===== config.mk =====
export PLATFORM = sky130hd
export DESIGN_NAME = key_array
export DESIGN_NICKNAME = d
export VERILOG_FILES = /design/src/rtl/key_array.sv
export SDC_FILE = /design/constraint.sdc
export NUM_CORES = 1
export LEC_CHECK = 0
export ABC_AREA = 1
export BUFFER_PORTS_ARGS = -buffer_cell sky130_fd_sc_hd__buf_2
export CAP_MARGIN = 40
export CORE_MARGIN = 2
export CORE_UTILIZATION = 65
export DETAILED_ROUTE_END_ITERATION = 12
export PLACE_DENSITY_LB_ADDON = 0.08
export SLEW_MARGIN = 20
export SYNTH_ARGS = -nofsm -noshare
export SYNTH_HDL_FRONTEND = slang
export SYNTH_SLANG_ARGS = --single-unit

===== constraint.sdc =====
create_clock -name sclk -period 5.3 [get_ports sclk]
set_clock_uncertainty 0.1 [all_clocks]
set_input_delay 0 -clock sclk [delete_from_list [all_inputs] [get_ports sclk]]
set_output_delay 0 -clock sclk [all_outputs]
set_load 0.02 [all_outputs]

===== src/rtl/key_array.sv =====
// Multi-channel key driver: per-channel synchroniser, press/release debounce,
// long-press detection and auto-repeat, all paced by one shared 1 ms tick.
module key_array #(
    parameter int unsigned SCLK_FREQ     = 50_000_000,
    parameter int unsigned KEY_NUM       = 4,
    parameter int unsigned PRESS_VOL     = 0,
    parameter int unsigned DEBOUNCE_MS   = 20,
    parameter int unsigned LONG_PRESS_MS = 500,
    parameter int unsigned REPEAT_MS     = 100,
    parameter int unsigned REPEAT_EN     = 1
) (
    input  logic               sclk,
    input  logic               nrst,
    input  logic [KEY_NUM-1:0] key_in,
    output logic [KEY_NUM-1:0] key_pulse,
    output logic [KEY_NUM-1:0] key_long,
    output logic [KEY_NUM-1:0] key_release,
    output logic [KEY_NUM-1:0] key_state
);
    localparam int unsigned DIV = SCLK_FREQ / 1000;
    localparam int unsigned PW  = $clog2(DIV);
    localparam logic [PW-1:0] PRE_LAST   = PW'(DIV - 1);
    localparam logic [31:0]   DB_LAST    = 32'(DEBOUNCE_MS - 1);
    localparam logic [31:0]   LONG_LAST  = 32'(LONG_PRESS_MS - 1);
    localparam logic [31:0]   REP_LAST   = 32'(REPEAT_MS - 1);
    localparam logic          PRESS_LVL  = (PRESS_VOL != 0);

    typedef enum logic [2:0] {
        IDLE, DB_PRESS, HELD, REPEAT, LONG, DB_REL
    } state_t;

    logic [PW-1:0]      pre_cnt_reg;
    logic               tick;
    logic [KEY_NUM-1:0] sync1_reg;
    logic [KEY_NUM-1:0] sync2_reg;
    logic [KEY_NUM-1:0] pressed;

    assign tick = (pre_cnt_reg == PRE_LAST);

    always_ff @(posedge sclk or negedge nrst) begin
        if (!nrst) begin
            pre_cnt_reg <= '0;
        end else if (tick) begin
            pre_cnt_reg <= '0;
        end else begin
            pre_cnt_reg <= pre_cnt_reg + 1'b1;
        end
    end

    // Synchroniser resets to the released level so a held key looks like a fresh press.
    always_ff @(posedge sclk or negedge nrst) begin
        if (!nrst) begin
            sync1_reg <= {KEY_NUM{~PRESS_LVL}};
            sync2_reg <= {KEY_NUM{~PRESS_LVL}};
        end else begin
            sync1_reg <= key_in;
            sync2_reg <= sync1_reg;
        end
    end

    assign pressed = ~(sync2_reg ^ {KEY_NUM{PRESS_LVL}});

    genvar gi;
    generate
        for (gi = 0; gi < KEY_NUM; gi++) begin : g_ch
            state_t      state_reg, state_next;
            logic [31:0] cnt_reg, cnt_next;
            logic        pulse_reg, pulse_next;
            logic        long_reg, long_next;
            logic        rel_reg, rel_next;
            logic        st_reg, st_next;

            always_ff @(posedge sclk or negedge nrst) begin
                if (!nrst) begin
                    state_reg <= IDLE;
                    cnt_reg   <= '0;
                    pulse_reg <= 1'b0;
                    long_reg  <= 1'b0;
                    rel_reg   <= 1'b0;
                    st_reg    <= 1'b0;
                end else begin
                    state_reg <= state_next;
                    cnt_reg   <= cnt_next;
                    pulse_reg <= pulse_next;
                    long_reg  <= long_next;
                    rel_reg   <= rel_next;
                    st_reg    <= st_next;
                end
            end

            // Level changes are checked before tick counting in every state.
            always_comb begin
                state_next = state_reg;
                cnt_next   = cnt_reg;
                pulse_next = 1'b0;
                long_next  = 1'b0;
                rel_next   = 1'b0;
                st_next    = st_reg;
                case (state_reg)
                    IDLE: begin
                        if (pressed[gi]) begin
                            state_next = DB_PRESS;
                            cnt_next   = '0;
                        end
                    end
                    DB_PRESS: begin
                        if (!pressed[gi]) begin
                            state_next = IDLE;
                        end else if (tick) begin
                            if (cnt_reg == DB_LAST) begin
                                state_next = HELD;
                                cnt_next   = '0;
                                pulse_next = 1'b1;
                                st_next    = 1'b1;
                            end else begin
                                cnt_next = cnt_reg + 32'd1;
                            end
                        end
                    end
                    HELD: begin
                        if (!pressed[gi]) begin
                            state_next = DB_REL;
                            cnt_next   = '0;
                        end else if (tick) begin
                            if (cnt_reg == LONG_LAST) begin
                                state_next = (REPEAT_EN != 0) ? REPEAT : LONG;
                                cnt_next   = '0;
                                long_next  = 1'b1;
                            end else begin
                                cnt_next = cnt_reg + 32'd1;
                            end
                        end
                    end
                    REPEAT: begin
                        if (!pressed[gi]) begin
                            state_next = DB_REL;
                            cnt_next   = '0;
                        end else if (tick) begin
                            if (cnt_reg == REP_LAST) begin
                                cnt_next   = '0;
                                pulse_next = 1'b1;
                            end else begin
                                cnt_next = cnt_reg + 32'd1;
                            end
                        end
                    end
                    LONG: begin
                        if (!pressed[gi]) begin
                            state_next = DB_REL;
                            cnt_next   = '0;
                        end
                    end
                    DB_REL: begin
                        if (pressed[gi]) begin
                            state_next = HELD;
                            cnt_next   = '0;
                        end else if (tick) begin
                            if (cnt_reg == DB_LAST) begin
                                state_next = IDLE;
                                cnt_next   = '0;
                                rel_next   = 1'b1;
                                st_next    = 1'b0;
                            end else begin
                                cnt_next = cnt_reg + 32'd1;
                            end
                        end
                    end
                    default: begin
                        state_next = IDLE;
                        cnt_next   = '0;
                    end
                endcase
            end

            assign key_pulse[gi]   = pulse_reg;
            assign key_long[gi]    = long_reg;
            assign key_release[gi] = rel_reg;
            assign key_state[gi]   = st_reg;
        end
    endgenerate
endmodule


==> results of run 1 <==
cell usage after synthesis, drive strengths merged:
master / n
a2bb2oi: 1
o31ai: 2
nand3: 205
o21a: 6
nor4: 6
nand3b: 24
dfstp: 8
and3: 3
xnor2: 1
o21bai: 3
clkinv: 4
or2: 10
a31oi: 5
a22oi: 1
clkbuf: 41
and2: 2
o41ai: 1
inv: 256
nand2: 716
a21oi: 66
dfrtp: 172
ha: 5
nor3: 58
o21ai: 154
xor2: 7
nand4: 83
buf: 56
o211ai: 3
nor2: 432
a21boi: 2
cells by family after synthesis:
family | after synthesis | share of synthesized area (%)
AND/OR/NAND/NOR | 1539 | 46.9
buffers and inverters | 357 | 10.7
AO/OA/AOI/OAI | 244 | 9.26
flip-flops | 180 | 32.2
XOR/XNOR | 8 | 0.501
adder cells (fa/ha/maj) | 5 | 0.447
worst max-delay path: cells and delay by family (launching register included):
family,cells,cell delay (ns)
simple gates,8,2.59
flops,1,0.36
fa+ha+maj,1,0.21
compound gates,1,0.05
worst min-delay path by stage:
stage          slack (ns)  cells after the start                         endpoint
6_report             0.02                      3  g_ch[1].cnt_reg[28]$_DFFE_PN0P_
5_1_grt              0.04                      3   g_ch[1].cnt_reg[4]$_DFFE_PN0P_
4_1_cts              0.02                      3   g_ch[1].cnt_reg[4]$_DFFE_PN0P_
3_5_place_dp        -0.19                      1   g_ch[1].cnt_reg[1]$_DFFE_PN0P_
3_3_place_gp        0.004                      1           sync1_reg[3]$_DFF_PN1_
2_1_floorplan       -0.40                      0   g_ch[0].cnt_reg[0]$_DFFE_PN0P_
final cells by class:
type,count,area (sq um)
Clock inverter,14,148
Tap cell,275,344
Clock buffer,18,429
Fill cell,1880,6320
Sequential cell,180,4510
Timing Repair Buffer,40,364
Inverter,260,976
Multi-Input combinational cell,1796,7990
power groups by stage:
stage,combinational (W),clock (W),sequential (W)
after floorplan,0.00129,0,0.00151
after global placement,0.00171,0,0.00153
after detailed placement,0.00178,0,0.00153
after CTS,0.00178,0.00129,0.00150
after global routing,0.00203,0.00135,0.00151
final,0.00187,0.00128,0.00150
layer usage:
metal	GRT usage [%]	up-vias	routed length, um
met5	0	-	0
met1	45.8	6880	16500
met3	5.64	99	2950
met4	11.9	0	932
met2	56.8	641	18000
li1	-	7377	-
metrics by stage:
step                instance area, sq um  utilization, %
floorplan                          14000               -
global placement                   14000            66.3
detailed placement                 14100            66.8
CTS                                14700            69.9
global route                       14800            70.0
finish                             14800            70.0
==> results.json, run 1 <==
{
  "power_w": 0.00465,
  "combPwrFrac_pct": 40.2,
  "r2r_setup_slack_ns": 1.88,
  "r2r-end": "g_ch[2].cnt_reg[23]$_DFFE_PN0P_",
  "tightest_slew_ns": 0.893,
  "end_kind": "flip-flop",
  "crit_path_max_fanout": 23,
  "p_int_w": 0.00249,
  "rsz0062_at_grt": "false",
  "detailroute.via_count": 15000,
  "netSwitchingFraction_pct": 46.5,
  "track_usage_pct": 34.4,
  "wl_per_cell_um": 14.9,
  "power_switching_w": 0.00216,
  "cts.clk_slew.worst_paths_ns": 0.08,
  "layout_common_cells": "709 x nand2_1, 422 x nor2_1, 248 x inv_1",
  "grt_overflow_total": 0,
  "drive_gt1_share_pct": 5.16,
  "finalHoldViolCount": 0,
  "min_period_over_period_pct": 64.5,
  "worstHoldPathType": "primary input to asynchronous set/reset pin",
  "peakVddDrop_uv": 235,
  "ys_ff_latch": 180,
  "cp-startpoint": "pre_cnt_reg[0]$_DFF_PN0_",
  "worst_hold_slack_ns": 0.0166,
  "via_per_inst": 5.81,
  "synth.avg_cell_area_sq_um": 6.00,
  "reg2reg_from": "pre_cnt_reg[0]$_DFF_PN0_",
  "drtIter0Drc": 1440,
  "htree_levels": 4,
  "synthToLayoutAreaGrowth_pct": 5.50,
  "clockBufferDepth": 2,
  "p_clk_share_pct": 27.5,
  "yosys_warnings": 0,
  "cts_resized": 0,
  "synth_area_leaders": "dfrtp_1 31%, nand2_1 19%, nor2_1 11%, nand3_1 7.1%, inv_1 6.6%",
  "dp.cells": 2542,
  "drc": 0,
  "numPortBuffers": 21,
  "fmax_ghz": 0.293,
  "crit_end": "g_ch[2].cnt_reg[23]$_DFFE_PN0P_",
  "ys_types": 46,
  "finalNetCount": 2306,
  "die-area_sq_um": 22700,
  "grt_pass1_wl_um": 63800,
  "status": "finished clean",
  "maxSlewHeadroom_pct": 40.2,
  "tns_ns": 0,
  "initial_core_util_pct": 66.4,
  "grt_pass1_vias": 13500,
  "totalWireLength_um": 38400,
  "finalNonFillerCells": 2583,
  "netlist_instances": 2333,
  "r2r_cells": 10,
  "ys_seq_area_share_pct": 32.2,
  "cts_hold_buffers": 6,
  "dieHeight_um": 151,
  "cts_tree": "done",
  "required_ns": 5.55,
  "seqPwrFrac_pct": 32.3,
  "diodes": 0,
  "cts_setup_buffers": 0,
  "grt_max_degree": 87,
  "crit_chain": "ha_1, nand2_1, nor2_1, nand3_1, nor2_2, nand3_1, nand2_1, nand3_1, nand2_1, a21oi_1",
  "arrival_ns": 3.66,
  "powerDensity_nw_per_um2": 315,
  "layout_commonest_cell": "nand2_1",
  "crit_path_top_delay_cell": "nand2_1",
  "ant_nets": 0,
  "slowest_delay_ns": 0.69,
  "row_count": 53,
  "antenna_found_initial": 0,
  "synth_top_cell_by_area": "dfrtp_1",
  "synth_nets": 2344,
  "maxCapViolCount": 0,
  "cts_sinks": 180,
  "cts-root-buf": "clkbuf_16",
  "critPathKind": "flip-flop to flip-flop",
  "io_pins": 22,
  "slew_violations": 0,
  "die_x_um": 151,
  "dr.pass1.iters": 7,
  "largest_register_ffs": 128,
  "start_kind": "flip-flop",
  "hpwl_um": 26400,
  "clk_latency_ns": 0.46,
  "gp_congestion": 0.983,
  "core_sq_um": 21100,
  "numCtsBuffers": 17,
  "setup_viol": 0,
  "worst_slack_ns": 1.88,
  "syn_area_sq_um": 14000,
  "fin_crit_ns": 3.42,
  "synth_top_area_share_pct": 30.7,
  "power.leakage_nw": 7.33,
  "post-place-ws_ns": 1.70
}
No activity file was read; power rests on OpenSTA's default activity.
==> run 2, diff against run 1 <==
CORE_UTILIZATION = 59   (was 65)
clock period = 2.8 ns   (was 5.3 ns; I/O delays follow)
==> run 2 against run 1 <==
Net effect: power is 97% higher; non-clock buffer count grew 31; critical path depth is the same; routed wire length rose by 1.7%; setup slack worse by 1.6 ns; largest power group unchanged; highest routed layer unchanged.
==> results.json, run 2 (synthesis results as in run 1) <==
{
  "status": "finished clean",
  "row_count": 56,
  "critPathBufInv": 1,
  "finalCoreUtilization_pct": 64.3,
  "slowest_delay_ns": 0.40,
  "initial_core_util_pct": 59.8,
  "clockBufferDepth": 2,
  "crit_chain": "ha_1, nand3_1, nor2_1, nand3_1, o21ai_2, and2_1, buf_4, nand2_1, nand3_1, o21ai_0",
  "grt_overflow_total": 0,
  "power.leakage_nw": 7.47,
  "worstHoldPathType": "primary input to asynchronous set/reset pin",
  "cts.clk_slew.worst_paths_ns": 0.07,
  "dieHeight_um": 158,
  "critPathKind": "flip-flop to flip-flop",
  "totalWireLength_um": 39000,
  "finalHoldViolCount": 0,
  "p_int_w": 0.00513,
  "fin_crit_ns": 2.50,
  "fmax_ghz": 0.399,
  "htree_levels": 4,
  "maxCapViolCount": 0,
  "setup_viol": 0,
  "slew_violations": 0,
  "grt_max_degree": 71,
  "cts_resized": 0,
  "grt_pass1_vias": 13800,
  "p_clk_share_pct": 28.7,
  "crit_path_max_fanout": 10,
  "maxSlewHeadroom_pct": 42.4,
  "rsz0062_at_grt": "false",
  "synthToLayoutAreaGrowth_pct": 7.52,
  "clk_latency_ns": 0.44,
  "cts-root-buf": "clkbuf_16",
  "grt_pass1_wl_um": 66400,
  "gp_congestion": 0.973,
  "crit_family": "simple AND/OR/NAND/NOR gates",
  "cts_setup_buffers": 0,
  "die-area_sq_um": 25000,
  "die_x_um": 158,
  "wl_per_cell_um": 14.7,
  "detailroute.via_count": 15000,
  "power_switching_w": 0.00405,
  "register_area_sq_um": 4510,
  "layout_common_cells": "709 x nand2_1, 422 x nor2_1, 248 x inv_1",
  "required_ns": 3.02,
  "tns_ns": 0,
  "end_kind": "flip-flop",
  "start_kind": "flip-flop",
  "fill_cells": 2280,
  "io_pins": 22,
  "multiInputGateArea_sq_um": 7990,
  "cts_hold_buffers": 5,
  "seqPwrFrac_pct": 31.0,
  "largest_register_ffs": 128,
  "drive_gt1_share_pct": 6.37,
  "hpwl_um": 28100,
  "diodes": 0,
  "arrival_ns": 2.72,
  "track_usage_pct": 32.3,
  "cts_sinks": 180,
  "cts_tree": "done",
  "cpMostUsedCell": "nand3_1",
  "crit_path_top_delay_cell": "dfrtp_1",
  "tightest_slew_ns": 0.860,
  "numCtsBuffers": 17,
  "via_per_inst": 5.65,
  "layout_commonest_cell": "nand2_1",
  "netSwitchingFraction_pct": 44.1,
  "dr.pass1.iters": 6,
  "numPortBuffers": 21,
  "drtIter0Drc": 1413,
  "core_sq_um": 23400,
  "ant_nets": 0,
  "antenna_found_initial": 0,
  "finalNetCount": 2337,
  "drc": 0,
  "min_period_over_period_pct": 89.5,
  "combPwrFrac_pct": 40.3,
  "powerDensity_nw_per_um2": 610,
  "peakVddDrop_uv": 419
}
## run 2: changes by cell type in the layout (fill, tap and decap cells not counted)
cell	delta
buf_4	+37
buf_8	-5
bufinv_16	+3
buf_16	-1
clkbuf_1	+1
clkinv_2	-1
clkinv_8	-1
inv_6	-1
inv_8	-1
## run 2: routing by layer
layer | track usage, % | wire length (um) | vias to the layer above
li1 | - | - | 7445
met1 | 44.6 | 17600 | 6893
met2 | 53.4 | 18000 | 612
met3 | 4.76 | 2680 | 74
met4 | 8.32 | 747 | 0
met5 | 0 | 0 | -
## run 2: area by class of cell
cell class                      count  area share (%)
Multi-Input combinational cell   1796            53.1
Sequential cell                   180            30.0
Inverter                          260            6.48
Timing Repair Buffer               71            3.58
Clock buffer                       19            2.88
Tap cell                          319            2.65
Clock inverter                     13            1.31
## run 2: final timing paths
path                                                 from                              end  slack, ns  cells past startpoint
min in group sclk                               key_in[3]           sync1_reg[3]$_DFF_PN1_       0.10                      2
max in group asynchronous                            nrst           sync1_reg[3]$_DFF_PN1_       1.77                      3
hold / removal                                       nrst   g_ch[1].cnt_reg[0]$_DFFE_PN0P_       0.04                      2
setup / recovery           g_ch[1].cnt_reg[0]$_DFFE_PN0P_  g_ch[1].cnt_reg[21]$_DFFE_PN0P_       0.30                     10
hold reg to reg                    sync1_reg[0]$_DFF_PN1_           sync2_reg[0]$_DFF_PN1_       0.26                      0
setup reg to reg           g_ch[1].cnt_reg[0]$_DFFE_PN0P_  g_ch[1].cnt_reg[21]$_DFFE_PN0P_       0.30                     10
## run 2: power by group through the flow
| stage | logic [W] | clock network, W | registers (W) |
|---|---|---|---|
| detailed placement | 0.00362 | 0 | 0.00289 |
| global placement | 0.00356 | 0 | 0.00288 |
| finish | 0.00370 | 0.00264 | 0.00285 |
| floorplan | 0.00244 | 0 | 0.00286 |
| global route | 0.00404 | 0.00278 | 0.00286 |
| CTS | 0.00363 | 0.00268 | 0.00284 |
## run 2: metrics by stage
stage	std cells	instance area [sq um]	hold slack (ns)	setup WS [ns]	total power [W]
3_3_place_gp	2621	14400	-0.0535	0.406	0.00645
4_1_cts	2658	15100	0.0589	0.336	0.00916
5_1_grt	2658	15100	0.0893	0.0801	0.00969
3_5_place_dp	2621	14400	-0.0407	0.360	0.00651
2_1_floorplan	2333	14000	-0.396	0.828	0.00530
6_report	2658	15100	0.0364	0.295	0.00918
## run 2: worst reg2reg max path, stage by stage, from the launching register on
cell	delay [ns]
dfrtp_1	0.40
ha_1	0.24
nand3_1	0.16
nor2_1	0.16
nand3_1	0.16
o21ai_2	0.37
and2_1	0.36
buf_4	0.24
nand2_1	0.07
nand3_1	0.06
o21ai_0	0.08
